--- src/rtl/regfile_wb_arbiter.sv ---
// regfile_wb_arbiter
//
// Shares the single write port of the 32x32 register file between two
// writeback sources:
//   - source A: in-order pipeline WB stage, always wins the port and cannot
//     be back-pressured.
//   - source B: long-latency unit (divider, load-miss path). Its results are
//     buffered in a small FIFO and drained into cycles where A leaves the
//     port free (wb_valid=0, or a write to x0).
// A pending-register scoreboard (x1..x31) tells ID which registers still
// await a source-B result. A starvation FSM (IDLE/BLOCKED/STALL) raises
// pipe_stall when the FIFO head has been blocked for STARVE_LIMIT
// consecutive cycles, so WB can go quiet and let the FIFO drain.
//
// Optional feature macro: WB_BYPASS_EN
//   defined   - a source-B result accepted while the FIFO is empty and the
//               port is free commits in the same cycle, skipping the FIFO.
//   undefined - every source-B result passes through the FIFO.
//
// Parameters:
//   DEPTH        source-B FIFO entries (power of two, 2..8)
//   STARVE_LIMIT consecutive blocked cycles before pipe_stall (1..15)
//
// Ports:
//   clk, rst_n                 clock, asynchronous active-low reset
//   wb_valid/wb_rd/wb_data     source A write request
//   lu_valid/lu_rd/lu_data     source B result, lu_ready = accepted
//   lu_issue/lu_issue_rd       long-latency op issued (scoreboard set)
//   rs1/rs2/rd                 ID-stage indices; busy1/busy2/busy_rd flags
//   pipe_stall                 request for the pipeline to freeze WB
//   rf_we/rf_waddr/rf_wdata    register file write port

`default_nettype none

module regfile_wb_arbiter #(
    parameter int DEPTH        = 2,
    parameter int STARVE_LIMIT = 4
) (
    input  logic        clk,
    input  logic        rst_n,
    input  logic        wb_valid,
    input  logic [4:0]  wb_rd,
    input  logic [31:0] wb_data,
    input  logic        lu_valid,
    output logic        lu_ready,
    input  logic [4:0]  lu_rd,
    input  logic [31:0] lu_data,
    input  logic        lu_issue,
    input  logic [4:0]  lu_issue_rd,
    input  logic [4:0]  rs1,
    input  logic [4:0]  rs2,
    input  logic [4:0]  rd,
    output logic        busy1,
    output logic        busy2,
    output logic        busy_rd,
    output logic        pipe_stall,
    output logic        rf_we,
    output logic [4:0]  rf_waddr,
    output logic [31:0] rf_wdata
);

    localparam int PTR_W = $clog2(DEPTH);
    localparam int CNT_W = $clog2(DEPTH + 1);

    typedef enum logic [1:0] {IDLE, BLOCKED, STALL} state_t;

    // FIFO storage: {rd, data}; small enough for distributed RAM, read
    // asynchronously so the head can commit in the cycle it is popped.
    logic [36:0]      fifoMem [DEPTH];
    logic [PTR_W-1:0] wrPtrReg;
    logic [PTR_W-1:0] rdPtrReg;
    logic [CNT_W-1:0] countReg;

    logic [31:1] pendingReg;
    logic [31:1] pendingNext;
    logic [31:0] pendingVec;

    state_t     stateReg;
    state_t     stateNext;
    logic [3:0] starveCntReg;
    logic [3:0] starveCntNext;

    logic        portFree;
    logic        fifoEmpty;
    logic        fifoPush;
    logic        fifoPop;
    logic        luBypass;
    logic        blocked;
    logic        commitB;
    logic [4:0]  commitRd;
    logic [4:0]  headRd;
    logic [31:0] headData;

    assign fifoEmpty = (countReg == '0);
    // Ready depends on registered occupancy only; a pop in the same cycle
    // does not free a slot for the incoming result.
    assign lu_ready  = (countReg != CNT_W'(DEPTH));
    // A write to x0 is a no-op, so it leaves the port free for source B.
    assign portFree  = !wb_valid || (wb_rd == 5'd0);
    assign fifoPop   = portFree && !fifoEmpty;
    assign blocked   = !fifoEmpty && !fifoPop;
    assign {headRd, headData} = fifoMem[rdPtrReg];

`ifdef WB_BYPASS_EN
    assign luBypass = lu_valid && lu_ready && fifoEmpty && portFree;
`else
    assign luBypass = 1'b0;
`endif

    assign fifoPush = lu_valid && lu_ready && !luBypass;
    assign commitB  = fifoPop || luBypass;
    assign commitRd = fifoPop ? headRd : lu_rd;

    // Write port grant: A first, then FIFO head, then bypassed B result.
    always_comb begin
        rf_we    = 1'b0;
        rf_waddr = 5'd0;
        rf_wdata = 32'd0;
        if (wb_valid && (wb_rd != 5'd0)) begin
            rf_we    = 1'b1;
            rf_waddr = wb_rd;
            rf_wdata = wb_data;
        end else if (fifoPop) begin
            rf_we    = (headRd != 5'd0);
            rf_waddr = headRd;
            rf_wdata = headData;
        end else if (luBypass) begin
            rf_we    = (lu_rd != 5'd0);
            rf_waddr = lu_rd;
            rf_wdata = lu_data;
        end
    end

    always_ff @(posedge clk) begin
        if (fifoPush) begin
            fifoMem[wrPtrReg] <= {lu_rd, lu_data};
        end
    end

    always_ff @(posedge clk or negedge rst_n) begin
        if (!rst_n) begin
            wrPtrReg   <= '0;
            rdPtrReg   <= '0;
            countReg   <= '0;
            pendingReg <= '0;
        end else begin
            if (fifoPush) begin
                wrPtrReg <= wrPtrReg + PTR_W'(1);
            end
            if (fifoPop) begin
                rdPtrReg <= rdPtrReg + PTR_W'(1);
            end
            if (fifoPush && !fifoPop) begin
                countReg <= countReg + CNT_W'(1);
            end else if (!fifoPush && fifoPop) begin
                countReg <= countReg - CNT_W'(1);
            end
            pendingReg <= pendingNext;
        end
    end

    // Scoreboard: an issue to the same register as a committing B entry
    // wins, since it describes a newer outstanding result.
    genvar gi;
    generate
        for (gi = 1; gi < 32; gi++) begin : g_sb
            assign pendingNext[gi] =
                (lu_issue && (lu_issue_rd == 5'(gi))) ||
                (pendingReg[gi] && !(commitB && (commitRd == 5'(gi))));
        end
    endgenerate

    assign pendingVec = {pendingReg, 1'b0};
    assign busy1      = pendingVec[rs1];
    assign busy2      = pendingVec[rs2];
    assign busy_rd    = pendingVec[rd];

    // Starvation FSM: state register.
    always_ff @(posedge clk or negedge rst_n) begin
        if (!rst_n) begin
            stateReg     <= IDLE;
            starveCntReg <= 4'd0;
        end else begin
            stateReg     <= stateNext;
            starveCntReg <= starveCntNext;
        end
    end

    // Starvation FSM: next state. Any unblocked cycle (head popped or FIFO
    // empty) returns to IDLE. The stall is entered on the edge where the
    // count reaches the limit, so pipe_stall shows the following cycle.
    always_comb begin
        stateNext     = stateReg;
        starveCntNext = starveCntReg;
        case (stateReg)
            IDLE: begin
                if (blocked) begin
                    starveCntNext = 4'd1;
                    stateNext     = (STARVE_LIMIT == 1) ? STALL : BLOCKED;
                end
            end
            BLOCKED: begin
                if (!blocked) begin
                    stateNext     = IDLE;
                    starveCntNext = 4'd0;
                end else begin
                    starveCntNext = starveCntReg + 4'd1;
                    if ((starveCntReg + 4'd1) == 4'(STARVE_LIMIT)) begin
                        stateNext = STALL;
                    end
                end
            end
            STALL: begin
                if (!blocked) begin
                    stateNext     = IDLE;
                    starveCntNext = 4'd0;
                end
            end
            default: begin
                stateNext     = IDLE;
                starveCntNext = 4'd0;
            end
        endcase
    end

    // Starvation FSM: outputs.
    always_comb begin
        pipe_stall = (stateReg == STALL);
    end

endmodule

`default_nettype wire

--- config.mk ---
export PLATFORM = sky130hd
export DESIGN_NAME = regfile_wb_arbiter
export DESIGN_NICKNAME = d
export VERILOG_FILES = /design/src/rtl/regfile_wb_arbiter.sv
export SDC_FILE = /design/constraint.sdc
export NUM_CORES = 1
export LEC_CHECK = 0
export ABC_AREA = 1
export BUFFER_PORTS_ARGS = -buffer_cell sky130_fd_sc_hd__buf_2
export CORE_MARGIN = 1
export CORE_UTILIZATION = 50
export CTS_CLUSTER_DIAMETER = 30
export CTS_CLUSTER_SIZE = 24
export DETAILED_ROUTE_END_ITERATION = 10
export PLACE_DENSITY = 0.86
export SETUP_SLACK_MARGIN = 0.15
export SYNTH_ARGS = -nofsm -noshare
export SYNTH_HDL_FRONTEND = slang
export SYNTH_SLANG_ARGS = --single-unit
--- constraint.sdc ---
create_clock -name clk -period 3.5 [get_ports clk]
set_clock_uncertainty 0.15 [all_clocks]
set_input_delay 0.7 -clock clk [delete_from_list [all_inputs] [get_ports clk]]
set_output_delay 0.7 -clock clk [all_outputs]
set_load 0.1 [all_outputs]
==> results of run 1 <==
==> sequential cells by signal, summed over array words and instances (netlist names) <==
register	cells
fifoMem	74
pendingReg	31
starveCntReg	4
countReg	2
stateReg	2
rdPtrReg	1
wrPtrReg	1
==> cell type report <==
cell class,count,area share (%)
clock buffer,23,6.10
clock inverter,9,1.34
inverter,52,2.59
multi-input combinational,548,33.5
sequential,115,41.4
tap,168,2.68
timing repair buffer,150,12.4
==> cells in the mapped netlist, types with 4 or more instances <==
master | instances | area (um2)
nand2_1 | 276 | 1040
edfxtp_1 | 74 | 2220
nand3_1 | 66 | 330
a21oi_1 | 53 | 265
inv_1 | 47 | 176
nor2_1 | 44 | 165
dfrtp_1 | 41 | 1030
a21o_1 | 32 | 240
o21ai_0 | 24 | 120
clkbuf_1 | 19 | 71.3
o211ai_1 | 12 | 90.1
buf_2 | 9 | 45.0
nor2_4 | 9 | 101
o31ai_1 | 6 | 45.0
inv_2 | 4 | 15.0
o22ai_1 | 4 | 25.0
==> power by group <==
part           internal, uW  total (uW)  switching (uW)
sequential             1900        2220             315
combinational           825        3220            2390
clock                  1100        1690             588
total                  3820        7120            3300
==> logic make-up after synthesis <==
family	after synthesis	share of synthesized area, %
and+or+nand+nor	406	27.6
AOI/OAI and AO/OA	134	13.1
DFF	115	52.5
buffers and inverters	84	5.58
xor gates and xnor gates	5	0.707
adders and majority gates	3	0.606
==> timing repair <==
| item | 4_1_cts | 5_1_grt |
|---|---|---|
| hold buffers | 0 | 0 |
| setup endpoints to repair | 0 | 4 |
| gates resized for setup | 0 | 4 |
==> critical path, stage by stage <==
cell     delay (ns)
buf_2          0.11
nor2_1         0.09
nand3_1        0.09
nand2_2        0.29
nand2_8        0.25
a21oi_1        0.30
a21o_1         0.11
buf_2          0.41
==> metrics by stage <==
step	setup WS [ns]	total power (uW)	area, um2	instances	hold WS [ns]
finish	0.279	7120	7840	1065	0.265
global route	0.134	7460	7840	1065	0.312
global placement	0.298	5310	7240	1033	0.313
CTS	0.199	7100	7820	1065	0.293
detailed placement	0.241	5390	7240	1033	0.332
floorplan	0.0109	4550	6200	747	0.254
==> routing by layer <==
metal	up-vias	track usage [%]
li1	2773	-
met1	2709	32.5
met2	286	45.9
met3	44	5.20
met4	0	13.8
met5	-	0
==> cell usage in the layout (no fill, tap or decap), drive strengths merged <==
cell,netlist,final
nand3,66,66
xor2,3,3
edfxtp,74,74
inv,51,50
o22ai,4,4
o21ai,27,27
nor4,1,1
clkinv,1,3
a21o,32,32
bufinv,0,2
or2,3,3
clkbuf,19,24
o31ai,6,6
nor3,1,1
nand2,280,280
ha,3,3
a21oi,53,53
dfrtp,41,41
nand3b,2,2
clkinvlp,0,6
nor2,53,53
buf,13,149
o211ai,12,12
xnor2,2,2
==> worst max path at each step <==
stage,startpoint,to,cells past startpoint
after floorplan,countReg[0],fifoMem[1][0],4
after global placement,wb_rd[1],rf_wdata[4],8
after detailed placement,wb_rd[1],rf_wdata[31],8
after CTS,countReg[0],rf_wdata[31],6
after global routing,rdPtrReg,rf_we,9
final,wb_rd[1],rf_wdata[31],8
==> results.md, run 1 <==
- Clock-pin slew on the worst setup and hold paths: 0.05 ns
- DR vias: 5812
- Worst-margin pin slew: 1.05 ns
- CTS max path bufs: 2
- Post-DRT Antenna Nets: 0
- Total Neg Setup Slack: 0 ns
- Drc violations: 0
- Top FF cell, synth: edfxtp_1
- Final nets: 986
- Cell variety after synth: 31
- Max-cap violation count: 0
- Initial antenna violation count: 0
- Final period util: 92.0%
- R2r startpoint: countReg[0]
- CTS sink count: 115
- Met3 WL: 1200 um
- CTS tree: built
- Fraction of layout cells with a size suffix above 1: 22.9%
- Syn nets: 849
- I/O Pins: 142
- Syn-to-layout area delta: 26.6%
- Startpoint types: primary input
- Crit path required time: 2.65 ns
- Htree depth: 4
- Post-synthesis cell area: 0.00619 mm2
- Synth Register Bits: 115
- First-pass GRT wire length: 26400 um
- Routed met1 length: 6390 um
- EDFF count, synth: 74
- Via/cell ratio: 5.46
- P_leak: 0.00371 uW
- Root Driver: clkbuf_16
- CP endpoint kind: primary output
- CP Class: primary input to primary output
- DP Wirelength: 11400 um
- Final min period: 3.22 ns
- Routability cong.: 0.936
- Largest net degree at the start of global routing: 42
- Slew Limit Headroom: 29.9%
- Max rail drop VDD: 682 uV
- Site Rows: 40
- Fraction of registers with async set/reset: 35.7%
- Final Hold Vio Count: 0
- Worst-Skew Late Latency: 0.41 ns
- IO Port Bufs: 141
- Arrival @ worst endpoint: 2.37 ns
- Power per cell area: 908 mW/mm2
- Num CTS Buffers: 17
- Fillers: 922
- Fin util: 65.0%
- TritonRoute pass-1 iters: 5
- Post-CTS setup buffers: 0
- WL met2: 8420 um
- Ys Warns: 0
- Die Ht: 113 um
- Avg WL per Cell: 15.5 um
- Final wirelength: 16500 um
- HP Class: primary input to asynchronous set/reset pin
- CP max FO: 39
- Antenna Cells: 0
- Slew Viols, Final: 0
- Die X: 113 um
- Fmax: 310 MHz
- Total die area: 0.0128 mm2
- Top sig layer: met4
- Seq. cell area: 0.00325 mm2
- Number of global-route vias before repair: 5556
- Global route overflow: 0
- Worst R2R Path Depth: 10
- Status: finished, final reports clean
- Avg Inst Size Synth: 8.29 um2
- Multi-input gate area: 0.00263 mm2
- DR iter-0 viols: 595
- CORE AREA: 0.0121 mm2
- Post-synthesis sequential area ratio: 52.5%
- Reg2Reg Setup Slack: 1.18 ns
- Post-Syn Instances: 747
- Initial core utilization: 51.3%
- # setup viols final: 0
- All-Layer GR Usage: 26.9%
- Worst R2R End: pendingReg[19]
- RSZ-0062 raised after global routing: false
(Power assumes the default switching activity.)
==> inputs of run 2 (changes only) <==
CELL_PAD_IN_SITES_DETAIL_PLACEMENT = 1   (was unset)
CELL_PAD_IN_SITES_GLOBAL_PLACEMENT = 1   (was unset)
CORE_UTILIZATION = 40   (was 50)
PLACE_DENSITY = 0.91   (was 0.86)
==> run 2 against run 1 <==
Clock power rose by 6%. Fmax is 0.94% lower. First-iteration DRC count shrank 38%. Critical path depth up 1. Die area rose by 25%. Sequential share of layout area grew 0.86 points. Hold slack better by 0.0072 ns. Sequential power rose by 5%. Combinational power shrank 1%. Global-route usage grew 1.9 points. Largest cell class unchanged.
==> results.md, run 2 (synthesis gave the netlist of run 1 again) <==
- Status: finished, final reports clean
- Most frequent cells in the layout: 275 x nand2_1, 139 x buf_2, 74 x edfxtp_1
- Die X: 126 um
- Power per cell area: 950 mW/mm2
- CP bufs+invs: 5
- Placed Cells incl. Taps: 1052
- Number of global-route vias before repair: 6414
- Final min period: 3.25 ns
- Post-DRT Antenna Nets: 0
- Slew Viols, Final: 0
- Final Hold Vio Count: 0
- DP Wirelength: 15000 um
- Num CTS Buffers: 17
- Crit-path slowest cell: buf_2
- Worst-Skew Late Latency: 0.43 ns
- DR vias: 6044
- Die Ht: 126 um
- Fmax: 308 MHz
- I/O Pins: 142
- Largest net degree at the start of global routing: 46
- Arrival @ worst endpoint: 2.40 ns
- Final nets: 985
- Global route overflow: 0
- RSZ-0062 raised after global routing: false
- Total Neg Setup Slack: 0 ns
- Worst-margin pin slew: 0.955 ns
- Drc violations: 0
- First-pass GRT wire length: 34500 um
- Startpoint types: primary input
- Critical Path Max Stage Delay: 0.45 ns
- Clock-pin slew on the worst setup and hold paths: 0.05 ns
- CORE AREA: 0.0151 mm2
- Cell Count, Final, Fillers Out: 1084
- Flip-flop count of the largest register after layout: 74
- Critical-path cell list: buf_2, nor2_1, nand3_1, nand2_2, buf_4, clkinv_1, buf_4, a21o_1, buf_2
- Crit path required time: 2.65 ns
- Hold Buf Count CTS: 0
- Initial core utilization: 40.9%
- CTS sink count: 115
- DR iter-0 viols: 368
- Root Driver: clkbuf_16
- Syn-to-layout area delta: 24.1%
- Largest Register: fifoMem
- # setup viols final: 0
- Max-cap violation count: 0
- Max rail drop VDD: 545 uV
- Routability cong.: 0.880
- CTS max path bufs: 2
- Initial antenna violation count: 1
- Fraction of layout cells with a size suffix above 1: 22.3%
- Slew Limit Headroom: 36.3%
- P_leak: 0.00367 uW
- Regs by FF count: fifoMem: 74 flops, pendingReg: 31 flops, starveCntReg: 4 flops
- Avg WL per Cell: 20.4 um
- Site Rows: 45
- TritonRoute pass-1 iters: 4
- Final period util: 92.9%
- Total die area: 0.0160 mm2
- Post-CTS setup buffers: 0
- Htree depth: 4
- CP max FO: 35
- Final wirelength: 22100 um
- CP endpoint kind: primary output
- All-Layer GR Usage: 28.8%
- IO Port Bufs: 141
- Commonest non-fill, non-tap cell in the layout: nand2_1
- Via/cell ratio: 5.58
- CP Class: primary input to primary output
- HP Class: primary input to asynchronous set/reset pin
- CTS tree: built
- CP top delay family: buffers and inverters
run 2: cell types whose count changed in the layout (fill, tap and decap cells not counted), moves of 2 or more:
cell        previous run  this run
clkbuf_1               3         0
buf_12                13         0
buf_2                128       139
clkinvlp_4             6         2
bufinv_16              2         4
clkbuf_8               3         0
clkinv_1               0         6
run 2: repair_timing:
action,in CTS,in global routing
hold endpoints to repair,0,0
pin swaps,0,0
resized for setup,1,4
endpoints found under the setup margin,13,31
cloned,0,0
run 2: final timing paths:
check / slack, ns / endpoint / depth (start not counted) / startpoint
setup / recovery: 0.25 / rf_wdata[8] / 9 / wb_rd[1]
hold / removal: 0.27 / pendingReg[10] / 1 / rst_n
setup reg to reg: 1.32 / countReg[1] / 7 / countReg[0]
hold reg to reg: 0.35 / countReg[0] / 1 / countReg[0]
max in group asynchronous: 2.33 / rdPtrReg / 1 / rst_n
min in group clk: 0.31 / fifoMem[1][12] / 1 / lu_data[12]
run 2: area by class of cell:
type / instances / area [um2]
Sequential cell: 115 / 3250
Clock buffer: 17 / 425
Tap cell: 188 / 235
Inverter: 52 / 195
Fill cell: 1828 / 7470
Clock inverter: 14 / 169
Timing Repair Buffer: 149 / 774
Multi-Input combinational cell: 548 / 2630
Antenna cell: 1 / 2.50
run 2: power by group:
part | switching [uW] | internal [uW] | total, uW
clock | 625 | 1170 | 1790
sequential | 422 | 1900 | 2320
combinational | 2500 | 689 | 3180
run 2: worst reg2reg max path, stage by stage (launching register included):
cell and delay [ns]:
dfrtp_1 0.39, inv_1 0.14, nand2_2 0.23, nand2_8 0.36, ha_1 0.34, a21oi_1 0.16, o21ai_0 0.13, xor2_1 0.16
run 2: layer usage:
metal | track usage, % | up-vias | part of all wire (%)
li1 | - | 2754 | -
met1 | 32.6 | 2966 | 39
met2 | 51.8 | 259 | 53
met3 | 5.36 | 65 | 5.4
met4 | 14.6 | 0 | 3.5
met5 | 0 | - | 0
run 2: per-stage QoR:
stage               worst slack, ns  utilization, %  area, um2  hold slack (ns)  power [uW]
floorplan                    0.0109               -       6200            0.254        4550
global placement              0.315            46.6       7060            0.308        5280
detailed placement            0.234            46.6       7060            0.316        5400
CTS                           0.175            50.6       7670            0.293        7280
global route                  0.164            50.7       7680            0.299        7600
finish                        0.248            50.7       7680            0.272        7300
==> inputs of run 3 (changes only) <==
--- a/config.mk
+++ b/config.mk
@@ -13,2 +13,3 @@
 export CORE_UTILIZATION = 40
+export CTS_BUF_LIST = sky130_fd_sc_hd__clkbuf_16
 export CTS_CLUSTER_DIAMETER = 30
==> constraint.sdc (replaced) <==
create_clock -name clk -period 3.5 [get_ports clk]
set_clock_uncertainty 0.15 [all_clocks]
set_input_delay 0.35 -clock clk [delete_from_list [all_inputs] [get_ports clk]]
set_output_delay 0.35 -clock clk [all_outputs]
set_load 0.1 [all_outputs]
==> run 3 against run 2 <==
Cell area rose by 4.3%. Sequential share of layout area fell by 1.8 points. Routed wire length rose by 8.3%. Utilization rose by 2.2 points. Sequential power fell by 3%. First-iteration DRC count rose by 17%. Global-route usage rose by 2.0 points. Hold slack got worse by 0.26 ns. Critical path type is now flip-flop to primary output. Critical endpoint is now rf_wdata[10].
==> results.md, run 3 (synthesis gave the netlist of run 1 again) <==
- Final wirelength: 23900 um
- Num CTS Buffers: 17
- Total die area: 0.0160 mm2
- Max-cap violation count: 0
- CTS sink count: 115
- DP Wirelength: 14400 um
- Final min period: 3.13 ns
- I/O Pins: 142
- Via/cell ratio: 5.69
- All-Layer GR Usage: 30.7%
- TritonRoute pass-1 iters: 5
- Final nets: 1019
- Drc violations: 0
- Power per cell area: 922 mW/mm2
- HP Class: primary input to flip-flop
- Die Ht: 126 um
- # setup viols final: 0
- RSZ-0062 raised after global routing: false
- Global route overflow: 0
- CTS max path bufs: 2
- Clock-pin slew on the worst setup and hold paths: 0.06 ns
- Worst-Skew Late Latency: 0.43 ns
- M1 GR Usage: 34.4%
- Largest Register: fifoMem
- First-pass GRT wire length: 37100 um
- Largest net degree at the start of global routing: 46
- CTS tree: built
- Die X: 126 um
- Avg WL per Cell: 21.3 um
- Htree depth: 4
- Root Driver: clkbuf_16
- Worst-margin pin slew: 1.10 ns
- CORE AREA: 0.0151 mm2
- Number of gates resized after CTS: 0
- Cell Count, Final, Fillers Out: 1121
- Routability cong.: 0.884
- Startpoint types: flip-flop
- Total Neg Setup Slack: 0 ns
- P_leak: 0.00381 uW
- Final Hold Vio Count: 0
- Regs by FF count: fifoMem: 74 flops, pendingReg: 31 flops, starveCntReg: 4 flops
- Fillers: 1803
- Final period util: 89.5%
- CP endpoint kind: primary output
- Arrival @ worst endpoint: 2.63 ns
- Most Crowded Layer GR: met2
- Fraction of layout cells with a size suffix above 1: 21.8%
- Slew Viols, Final: 0
- Site Rows: 45
- M3 GR Usage: 6.03%
- Fmax: 319 MHz
- Crit path required time: 3.00 ns
- CP max FO: 45
- Placed Cells incl. Taps: 1052
- Post-DRT Antenna Nets: 0
- CP Class: flip-flop to primary output
- DR iter-0 viols: 430
- Initial core utilization: 40.9%
- Syn-to-layout area delta: 29.4%
- Met2 usage: 54.8%
- Most frequent cells in the layout: 276 x nand2_1, 141 x buf_2, 74 x edfxtp_1
- Number of global-route vias before repair: 6717
- DR vias: 6384
- IO Port Bufs: 141
- Max rail drop VDD: 525 uV
- Flip-flop count of the largest register after layout: 74
- Commonest non-fill, non-tap cell in the layout: nand2_1
- Status: finished, final reports clean
- Slew Limit Headroom: 26.5%
- Initial antenna violation count: 3
## run 3: cell count changes in the layout (fill, tap and decap cells not counted), sizes merged
cell / delta
clkbuf: -2
bufinv: -1
diode: +2
dlygate4sd3: +34
inv: +2
buf: +2
## run 3: power by group
group,total (uW),leakage (uW),switching [uW],internal [uW]
sequential,2260,0.00119,361,1900
clock,1830,0.000293,708,1130
combinational,3290,0.00233,2580,710
## run 3: layout make-up
class | instances | area, um2 | area share [%]
diodes | 3 | 7.51 | 0.0937
clock buffers | 17 | 425 | 5.31
clock inverters | 15 | 183 | 2.28
inverters | 52 | 195 | 2.44
multi-input cells | 548 | 2610 | 32.6
flip-flops and latches | 115 | 3250 | 40.5
well taps | 188 | 235 | 2.94
repair buffers | 183 | 1110 | 13.8
## run 3: worst paths after layout
check,slack (ns),end,depth (start not counted),start
worst min-delay path,0.01,fifoMem[0][33],1,lu_rd[1]
worst max register to register,0.93,countReg[1],7,countReg[0]
worst max-delay path,0.37,rf_wdata[10],6,countReg[0]
min in group asynchronous,0.47,pendingReg[22],2,rst_n
max in group asynchronous,2.12,pendingReg[19],2,rst_n
worst min register to register,0.37,stateReg[0],1,stateReg[0]
## run 3: critical path, cell delays in order, from the launching register on
cell and delay, ns:
dfrtp_1 0.39, inv_1 0.11, nand2_1 0.34, nand2_4 0.42, a21oi_1 0.37, a21o_1 0.14, buf_2 0.44
## run 3: per-layer routing
metal / up-vias / share of wire [%]
li1: 2834 / -
met1: 3131 / 37
met2: 319 / 52
met3: 100 / 5.7
met4: 0 / 5.2
met5: - / 0
## run 3: repair_timing
action	in CTS	in global routing
setup buffers	0	0
hold buffers	34	0
endpoints found under the hold margin	106	0
## run 3: stage by stage
step	hold WS [ns]	instance area [um2]	total power [uW]	setup slack, ns	utilization, %
6_report	0.0138	8010	7390	0.369	52.9
5_1_grt	0.0131	8010	7650	0.256	52.9
4_1_cts	0.00680	8010	7260	0.437	52.9
3_5_place_dp	0.326	7060	5340	0.887	46.6
3_3_place_gp	0.310	7060	5190	0.976	46.6
2_1_floorplan	-0.0956	6190	4550	0.0109	-
